<file path="src/rtl/param_matmul_pkg.sv">
// Shared types and elaboration-time helpers for the parameterised matrix multiplier.
package param_matmul_pkg;

    typedef enum logic [1:0] {
        LOAD_W,
        LOAD_X,
        MAC,
        EMIT
    } state_t;

    function automatic int clog2(input int value);
        int result;
        result = 0;
        while ((1 << result) < value) begin
            result = result + 1;
        end
        return result;
    endfunction

    // Accumulator wide enough that a sum of N full-scale products never wraps.
    function automatic int calc_accw(input int n, input int dw);
        return 2 * dw + clog2(n);
    endfunction

endpackage

</file>
<file path="src/rtl/param_matmul_mac.sv">
// Multiply-accumulate slice: product of two DW-bit operands extended to ACCW and summed.
module mac_unit #(
    parameter int DW     = 4,
    parameter int ACCW   = 10,
    parameter int SIGNED = 0
) (
    input  logic            clk,
    input  logic            rst,
    input  logic            clear,
    input  logic            en,
    input  logic [DW-1:0]   a,
    input  logic [DW-1:0]   b,
    output logic [ACCW-1:0] acc
);

    logic [2*DW-1:0] a_ext;
    logic [2*DW-1:0] b_ext;
    logic [2*DW-1:0] prod;
    logic [ACCW-1:0] prod_ext;
    logic [ACCW-1:0] acc_reg;

    // Operands are widened to the product width first so the low 2*DW bits
    // of the multiply are exact for both signed and unsigned interpretation.
    generate
        if (SIGNED != 0) begin : g_signed
            assign a_ext    = {{DW{a[DW-1]}}, a};
            assign b_ext    = {{DW{b[DW-1]}}, b};
            assign prod_ext = {{(ACCW-2*DW){prod[2*DW-1]}}, prod};
        end else begin : g_unsigned
            assign a_ext    = {{DW{1'b0}}, a};
            assign b_ext    = {{DW{1'b0}}, b};
            assign prod_ext = {{(ACCW-2*DW){1'b0}}, prod};
        end
    endgenerate

    assign prod = a_ext * b_ext;

    always_ff @(posedge clk) begin
        if (rst || clear) begin
            acc_reg <= '0;
        end else if (en) begin
            acc_reg <= acc_reg + prod_ext;
        end
    end

    assign acc = acc_reg;

endmodule

</file>
<file path="src/rtl/param_matmul.sv">
// NxN matrix multiplier: streams in W then X row-major, emits C = W*X row-major,
// one element per N accumulate cycles.
module param_matmul
    import param_matmul_pkg::*;
#(
    parameter int N      = 3,
    parameter int DW     = 4,
    parameter int SIGNED = 0,
    localparam int ACCW  = calc_accw(N, DW)
) (
    input  logic            clk,
    input  logic            rst,
    input  logic            in_valid,
    input  logic [DW-1:0]   in_data,
    output logic            in_ready,
    output logic            out_valid,
    output logic [ACCW-1:0] out_data,
    input  logic            out_ready,
    output logic            out_last,
    output logic            busy
);

    localparam int CW = clog2(N);
    localparam int AW = clog2(N * N);
    localparam logic [CW-1:0] LAST = CW'(N - 1);

    state_t          state_reg, state_next;
    logic [CW-1:0]   row_reg, col_reg;
    logic [CW-1:0]   i_reg, j_reg, k_reg;
    logic [DW-1:0]   w_mem [N*N];
    logic [DW-1:0]   x_mem [N*N];
    logic            load_last;
    logic            mac_en;
    logic            mac_clear;
    logic [ACCW-1:0] acc;

    function automatic logic [AW-1:0] addr(input logic [CW-1:0] row, input logic [CW-1:0] col);
        return AW'(row) * AW'(N) + AW'(col);
    endfunction

    function automatic logic [CW-1:0] inc_wrap(input logic [CW-1:0] value);
        return (value == LAST) ? '0 : value + 1'b1;
    endfunction

    assign load_last = (row_reg == LAST) && (col_reg == LAST);

    always_comb begin
        state_next = state_reg;
        in_ready   = 1'b0;
        out_valid  = 1'b0;
        out_last   = 1'b0;
        mac_en     = 1'b0;
        mac_clear  = 1'b0;
        busy       = (state_reg != LOAD_W);
        case (state_reg)
            LOAD_W: begin
                in_ready = 1'b1;
                if (in_valid && load_last) state_next = LOAD_X;
            end
            LOAD_X: begin
                in_ready = 1'b1;
                if (in_valid && load_last) state_next = MAC;
            end
            MAC: begin
                mac_en = 1'b1;
                if (k_reg == LAST) state_next = EMIT;
            end
            EMIT: begin
                out_valid = 1'b1;
                out_last  = (i_reg == LAST) && (j_reg == LAST);
                if (out_ready) begin
                    mac_clear  = 1'b1;
                    state_next = out_last ? LOAD_W : MAC;
                end
            end
            default: state_next = LOAD_W;
        endcase
    end

    always_ff @(posedge clk) begin
        if (rst) begin
            state_reg <= LOAD_W;
            row_reg   <= '0;
            col_reg   <= '0;
            i_reg     <= '0;
            j_reg     <= '0;
            k_reg     <= '0;
        end else begin
            state_reg <= state_next;
            case (state_reg)
                LOAD_W, LOAD_X: begin
                    if (in_valid) begin
                        col_reg <= inc_wrap(col_reg);
                        if (col_reg == LAST) row_reg <= inc_wrap(row_reg);
                    end
                end
                MAC: k_reg <= inc_wrap(k_reg);
                // After C[N-1][N-1] both indices wrap back to zero on their own.
                EMIT: begin
                    if (out_ready) begin
                        j_reg <= inc_wrap(j_reg);
                        if (j_reg == LAST) i_reg <= inc_wrap(i_reg);
                    end
                end
                default: ;
            endcase
        end
    end

    // Operand storage carries no reset; it is always fully rewritten before use.
    always_ff @(posedge clk) begin
        if (state_reg == LOAD_W && in_valid) w_mem[addr(row_reg, col_reg)] <= in_data;
        if (state_reg == LOAD_X && in_valid) x_mem[addr(row_reg, col_reg)] <= in_data;
    end

    mac_unit #(
        .DW     (DW),
        .ACCW   (ACCW),
        .SIGNED (SIGNED)
    ) u_mac (
        .clk   (clk),
        .rst   (rst),
        .clear (mac_clear),
        .en    (mac_en),
        .a     (w_mem[addr(i_reg, k_reg)]),
        .b     (x_mem[addr(k_reg, j_reg)]),
        .acc   (acc)
    );

    assign out_data = acc;

endmodule

</file>
<file path="config.mk">
export PLATFORM = sky130hd
export DESIGN_NAME = param_matmul
export DESIGN_NICKNAME = d
export VERILOG_FILES = /design/src/rtl/param_matmul_pkg.sv /design/src/rtl/param_matmul_mac.sv /design/src/rtl/param_matmul.sv
export SDC_FILE = /design/constraint.sdc
export NUM_CORES = 1
export LEC_CHECK = 0
export BUFFER_PORTS_ARGS = -buffer_cell sky130_fd_sc_hd__buf_2
export CAP_MARGIN = 20
export CELL_PAD_IN_SITES_DETAIL_PLACEMENT = 1
export CELL_PAD_IN_SITES_GLOBAL_PLACEMENT = 1
export CORE_ASPECT_RATIO = 0.8
export CORE_MARGIN = 5
export CORE_UTILIZATION = 35
export CTS_BUF_LIST = sky130_fd_sc_hd__clkbuf_4 sky130_fd_sc_hd__clkbuf_8
export CTS_CLUSTER_SIZE = 8
export DETAILED_ROUTE_END_ITERATION = 10
export PLACE_DENSITY_LB_ADDON = 0.1
export SYNTH_ARGS = -nofsm -noshare
export SYNTH_HDL_FRONTEND = slang
export SYNTH_SLANG_ARGS = --single-unit
</file>
<file path="constraint.sdc">
create_clock -name clk -period 6.7 [get_ports clk]
set_input_delay 0.335 -clock clk [delete_from_list [all_inputs] [get_ports clk]]
set_output_delay 0.335 -clock clk [all_outputs]
set_load 0.05 [all_outputs]
</file>
* Word level (Yosys, flattened, before mapping)
Memory sizes are Yosys's and may differ from the RTL's.
Index checks and enable logic that the tools add are counted.
W data, S select, Z words.
** Storage, ports and cells
- Output and inout bits :: 14
- Input port bits :: 8
- Bits in writable memories :: 72
- Bits in latches :: 0
- Memories :: 2
- Memory bits (read-only) :: 0
- Word-level logic and storage cells :: 69
- Bits in registers :: 22
** Memory list
- w_mem :: words 9, width 4, rd ports 1, clocked after Yosys merged registers in 0, wr ports 1, RTL line param_matmul.sv:30 : logic [DW-1:0] w_mem [N*N];
- x_mem :: words 9, width 4, rd ports 1, clocked after Yosys merged registers in 0, wr ports 1, RTL line param_matmul.sv:31 : logic [DW-1:0] x_mem [N*N];
** Cells by class
- $mul :: 4
- Add/sub/neg operators :: 9
- Divide/modulo/power cells :: 0
- Bitwise logic cells :: 0
- Magnitude comparators :: 0
- Reductions and logical operators :: 14
- Muxes and demuxes :: 21
- Shifts and indexed selects :: 0
- Eq/ne operators :: 12
** Operators with widths (count)
- $mux W2 :: 10
- $eq A2 B2 Y1 const B :: 7
- $add A4 B2 Y4 :: 3
- $mul A2 B2 Y4 const B :: 3
- $add A10 B8 Y10 :: 1
- $add A2 B1 Y2 const B :: 5
- $mux W1 :: 10
- $mul A4 B4 Y8 :: 1
- $ne A2 B2 Y1 const B :: 4
- $pmux W2 S4 :: 1
- $reduce_and A3 Y1 :: 2
- $logic_and A1 B1 Y1 :: 5
- $reduce_and A2 Y1 :: 2
- $reduce_and A4 Y1 :: 1
- $eq A2 B1 Y1 const B :: 1
- $logic_not A2 Y1 :: 1
- $reduce_bool A2 Y1 :: 1
- $reduce_or A2 Y1 :: 1
- $logic_or A1 B1 Y1 :: 1

* Longest topological paths before layout
- Depth in word-level cells :: 5
- Depth in mapped cells :: 23
- Depth with buffers taken out :: 23

* Cells and area by module
From an unflattened synthesis, not the netlist that was laid out.
** Second synthesis, totals
- Cell total of the unflattened synthesis :: 393
- Area total of the unflattened synthesis :: 4957.3 sq um
** By module, submodules not included
- param_matmul :: times used 1, area an instance 3838.7 sq um, cells each 272, seq. area each 2402.3 sq um
- mac_unit :: times used 1, area an instance 1118.6 sq um, cells each 121, seq. area each 200.2 sq um

* Least setup slack after synthesis
OpenSTA, ideal clock, no wires.
- Kind :: flip-flop to flip-flop
- Start :: reg i_reg[0]
- End :: reg u_mac.acc_reg[7], in the netlist u_mac.acc[7]
- Buffers on the path :: 0
- Path slack :: 1.368 ns
- Data required time :: 6.584 ns
- Arrival time :: 5.216 ns
- Period minus slack after synthesis :: 5.332 ns
- Library setup time :: 0.116 ns
- Cell stages (with the launch flop) :: 21
- Cell sequence :: dfxtp_1 > inv_1 > fa_1 > inv_1 > ha_1 > inv_1 > fa_1 > and2_1 > a221oi_2 > mux2i_2 > or2_1 > fa_1 > fa_1 > fa_1 > inv_1 > ha_1 > nor2b_1 > o31ai_1 > nand2_1 > xor2_1 > a31o_2
** On the way
- Word-level cells in the longest chain between the ends :: 5
** Ends and longest elaborated chain
- start, declared :: RTL line param_matmul.sv:29 : logic [CW-1:0] i_reg, j_reg, k_reg;
- start signal, assigned :: RTL line param_matmul.sv:102 : if (j_reg == LAST) i_reg <= inc_wrap(i_reg);
- $mul A2 B2 Y4 :: RTL line param_matmul.sv:38 : return AW'(row) * AW'(N) + AW'(col);
- $add A4 B2 Y4 :: RTL line param_matmul.sv:38
- $mem_v2 Z9 W4
- $mul A4 B4 Y8 :: RTL line param_matmul_mac.sv:36 : assign prod = a_ext * b_ext;
- $add A10 B8 Y10 :: RTL line param_matmul_mac.sv:42 : acc_reg <= acc_reg + prod_ext;
- end signal, assigned :: RTL line param_matmul_mac.sv:42
- end, declared :: RTL line param_matmul_mac.sv:20 : logic [ACCW-1:0] acc_reg;
No other way between the ends.
A chain may end at the register's enable or synchronous reset.

* Worst setup path after layout
- Start :: reg k_reg[1]
- End :: reg u_mac.acc_reg[7], in the netlist u_mac.acc[7]
** On the way
- Word-level cells in the longest chain between the ends :: 5
- Elaborated cells on any way between the ends :: 7
- Classes of those cells :: add/sub: 3; mul: 2; memory: 2
** Ends and longest elaborated chain
- start, declared :: RTL line param_matmul.sv:29
- start signal, assigned :: RTL line param_matmul.sv:97 : MAC: k_reg <= inc_wrap(k_reg);
- $mul A2 B2 Y4 :: RTL line param_matmul.sv:38
- $add A4 B2 Y4 :: RTL line param_matmul.sv:38
- $mem_v2 Z9 W4
- $mul A4 B4 Y8 * :: RTL line param_matmul_mac.sv:36
- $add A10 B8 Y10 * :: RTL line param_matmul_mac.sv:42
Every way passes the cells marked *; elsewhere a longest branch is shown, timed or not.

==> results.md <==
* Status: finished, final reports clean
* Gpl congestion at 0.819
* Iteration-0 DRC Markers at 113
* Top cells by count, synth: 72 x edfxtp_1, 43 x nor2_1, 34 x mux2i_1, 33 x ha_1, 32 x inv_1
* Initial core utilization at 35.9%
* Area Growth Syn to Fin at 9.56%
* Setup TNS at 0 ns
* Placed cells at 596
* Mapped Cells at 402
* CP startpoint kind: flop
* # hold bufs at CTS at 0
* Post-DP HPWL at 8350 um
* Avg Cell Area, Syn at 12.2 um^2
* Vias at 3048
* Row cnt at 38
* Fin nets at 483
* Fin util at 39.3%
* RR Startpoint: k_reg[1]
* Post-synth ARST share at 0%
* Synth cell types at 46
* Vias/cell at 4.98
* Clock sinks at 94
* Fraction of layout cells with a size suffix above 1 at 11.1%
* Die Height at 116 um
* Maximum VDD drop at 0.153 mV
* Worst Setup End Kind: flop
* # diodes at 0
* GRT Total Usage at 14.5%
* Slew HR at 36.0%
* Post-synth EDFFs at 72
* CTS Buf Count at 9
* Largest net degree at the start of global routing at 19
* Pre-CTS setup slack at 0.952 ns
* Initial antenna violation count at 0
* Worst Tran Pin Value at 0.960 ns
* Worst Setup SP: k_reg[1]
* Clk_skew at 0.00884 ns
* CTS tree: done
* Max Clk Rate at 175 MHz
* Clock insertion delay at the later pin of the skew report at 0.37 ns
* Hold crit path type: primary input to flop
* Endpoints failing setup at 0
* Power density over the cells at 206 nW/um^2
* PnR worst setup slack at 0.981 ns
* Total congestion overflow at 0
* Cell taking the most area after synthesis: edfxtp_1
* First-pass GRT wire length at 17900 um
* Die W at 142 um
* Worst Path Required at 6.97 ns
* Post-DR wirelength/cell at 18.2 um
* I/O pins at 22
* Synth top area share at 44.1%
* Post-synthesis sequential area ratio at 53.1%
* PostCTS Resize Cnt at 0
* Synthesized cell area at 4900 um^2
* Max-cap violations at 0
* Vias in the first global route at 3151
* Die ar. at 16500 um^2
* Fin crit period at 5.72 ns
* Number of buffers added on ports at 21
* Post-Synthesis Net Count at 458
* Core area at 13600 um^2
* WP data arrival at 5.99 ns
* Pre-Repair DR Iteration Count at 5
* Yosys warns at 0
* Fin. max-slew vios at 0
* Critical path type: flop to flop
* DRC Markers at 0
* Final hold viol count at 0
* Clk slew on worst S/H paths at 0.09 ns
* Main synth FF type: edfxtp_1
* Top-count cell post-synth: edfxtp_1
* Hold Startpoint: out_ready
* Htree depth at 3
* Final period util at 85.4%
* RSZ-0062 raised after global routing: no
* Total Wirelength at 11100 um
* Clock root buffer master: clkbuf_8
* Synth Register Bits at 94
* CTS max path bufs at 2
* Post-route insts no fill at 612
* CP Max Fanout at 5
* Postcts setup bufs at 0
* Ranking of synthesized cells by area: edfxtp_1 44%, dfxtp_1 9.0%, ha_1 8.4%
* DRT antenna net count at 0
* Lkg Pwr at 1.94 nW
==> layout make-up <==
class                      instances  area (um^2)
multi-input combinational        268         2110
clock buffer                      10          131
fill                            1460         8280
sequential                        94         2600
tap                              180          225
clock inverter                     6         70.1
timing repair buffer              21          105
inverter                          33          124
==> critical path, stage by stage, from the launching register on <==
cell and delay, ns:
dfxtp_1 0.33, inv_1 0.21, fa_1 0.46, inv_1 0.07, ha_1 0.13, inv_1 0.05
fa_1 0.56, nor2b_1 0.12, a22o_1 0.25, a221oi_2 0.22, mux2i_2 0.14, or2_1 0.27
fa_1 0.51, fa_1 0.51, fa_1 0.51, inv_1 0.04, ha_1 0.32, nor2b_1 0.17
o31ai_1 0.27, nand2_1 0.11, xor2_1 0.15, a31o_2 0.24
==> final timing paths <==
kind	endpoint	cells past startpoint	slack, ns
min	j_reg[1]	3	0.30
max reg2reg	u_mac.acc[7]	21	0.98
max	u_mac.acc[7]	21	0.98
min reg2reg	u_mac.acc[3]	2	0.49
==> power by group <==
group          switching [W]  internal [W]
registers         0.00000353      0.000632
clock network       0.000211      0.000180
logic              0.0000500     0.0000261
==> metal layers <==
layer,vias to the layer above,GRT usage [%],share of wire (%)
met1,1509,20.2,50
met3,9,3.38,2.7
met5,-,0,0
met4,0,3.64,1.0
li1,1492,-,-
met2,38,22.9,46
==> cell families (layout without fill, tap and decap cells) <==
kind of cell	Yosys count	after routing	synth area share [%]
DFF	94	94	53.1
and+or+nand+nor	121	121	12.2
muxes	36	36	7.51
buffers and inverters	40	70	3.83
xor gates and xnor gates	4	4	0.716
adders and majority gates	48	48	14.6
AOI/OAI and AO/OA	59	59	8.05
==> layout by cell type (no fill, tap or decap), types with 2 or more instances in the layout <==
master / synthesis / layout
buf_2: 0 / 21
o21ai_0: 6 / 6
mux2i_2: 2 / 2
a22o_1: 2 / 2
nand3_1: 8 / 8
dfxtp_1: 22 / 22
fa_1: 15 / 15
or2_1: 7 / 7
a221oi_2: 2 / 2
edfxtp_1: 72 / 72
mux2i_1: 34 / 34
nand4_1: 4 / 4
clkbuf_8: 0 / 9
nand2_1: 20 / 20
inv_1: 32 / 32
nor3_1: 8 / 8
nor2b_1: 14 / 14
a21o_1: 2 / 2
nor2_1: 43 / 43
a21oi_1: 18 / 18
ha_1: 33 / 33
nand2b_1: 4 / 4
and2_1: 3 / 3
xnor2_1: 2 / 2
a211oi_1: 2 / 2
a22oi_1: 12 / 12
xor2_1: 2 / 2
a31oi_1: 8 / 8
==> through the flow <==
stage / power [W] / instance area [um^2] / hold slack (ns)
3_3_place_gp: 0.000725 / 5160 / 0.456
5_1_grt: 0.00116 / 5370 / 0.298
3_5_place_dp: 0.000727 / 5160 / 0.473
2_1_floorplan: 0.000699 / 4900 / 0.413
4_1_cts: 0.00112 / 5370 / 0.274
6_report: 0.00110 / 5370 / 0.297
Note: power is estimated with default switching activity, not from simulation.
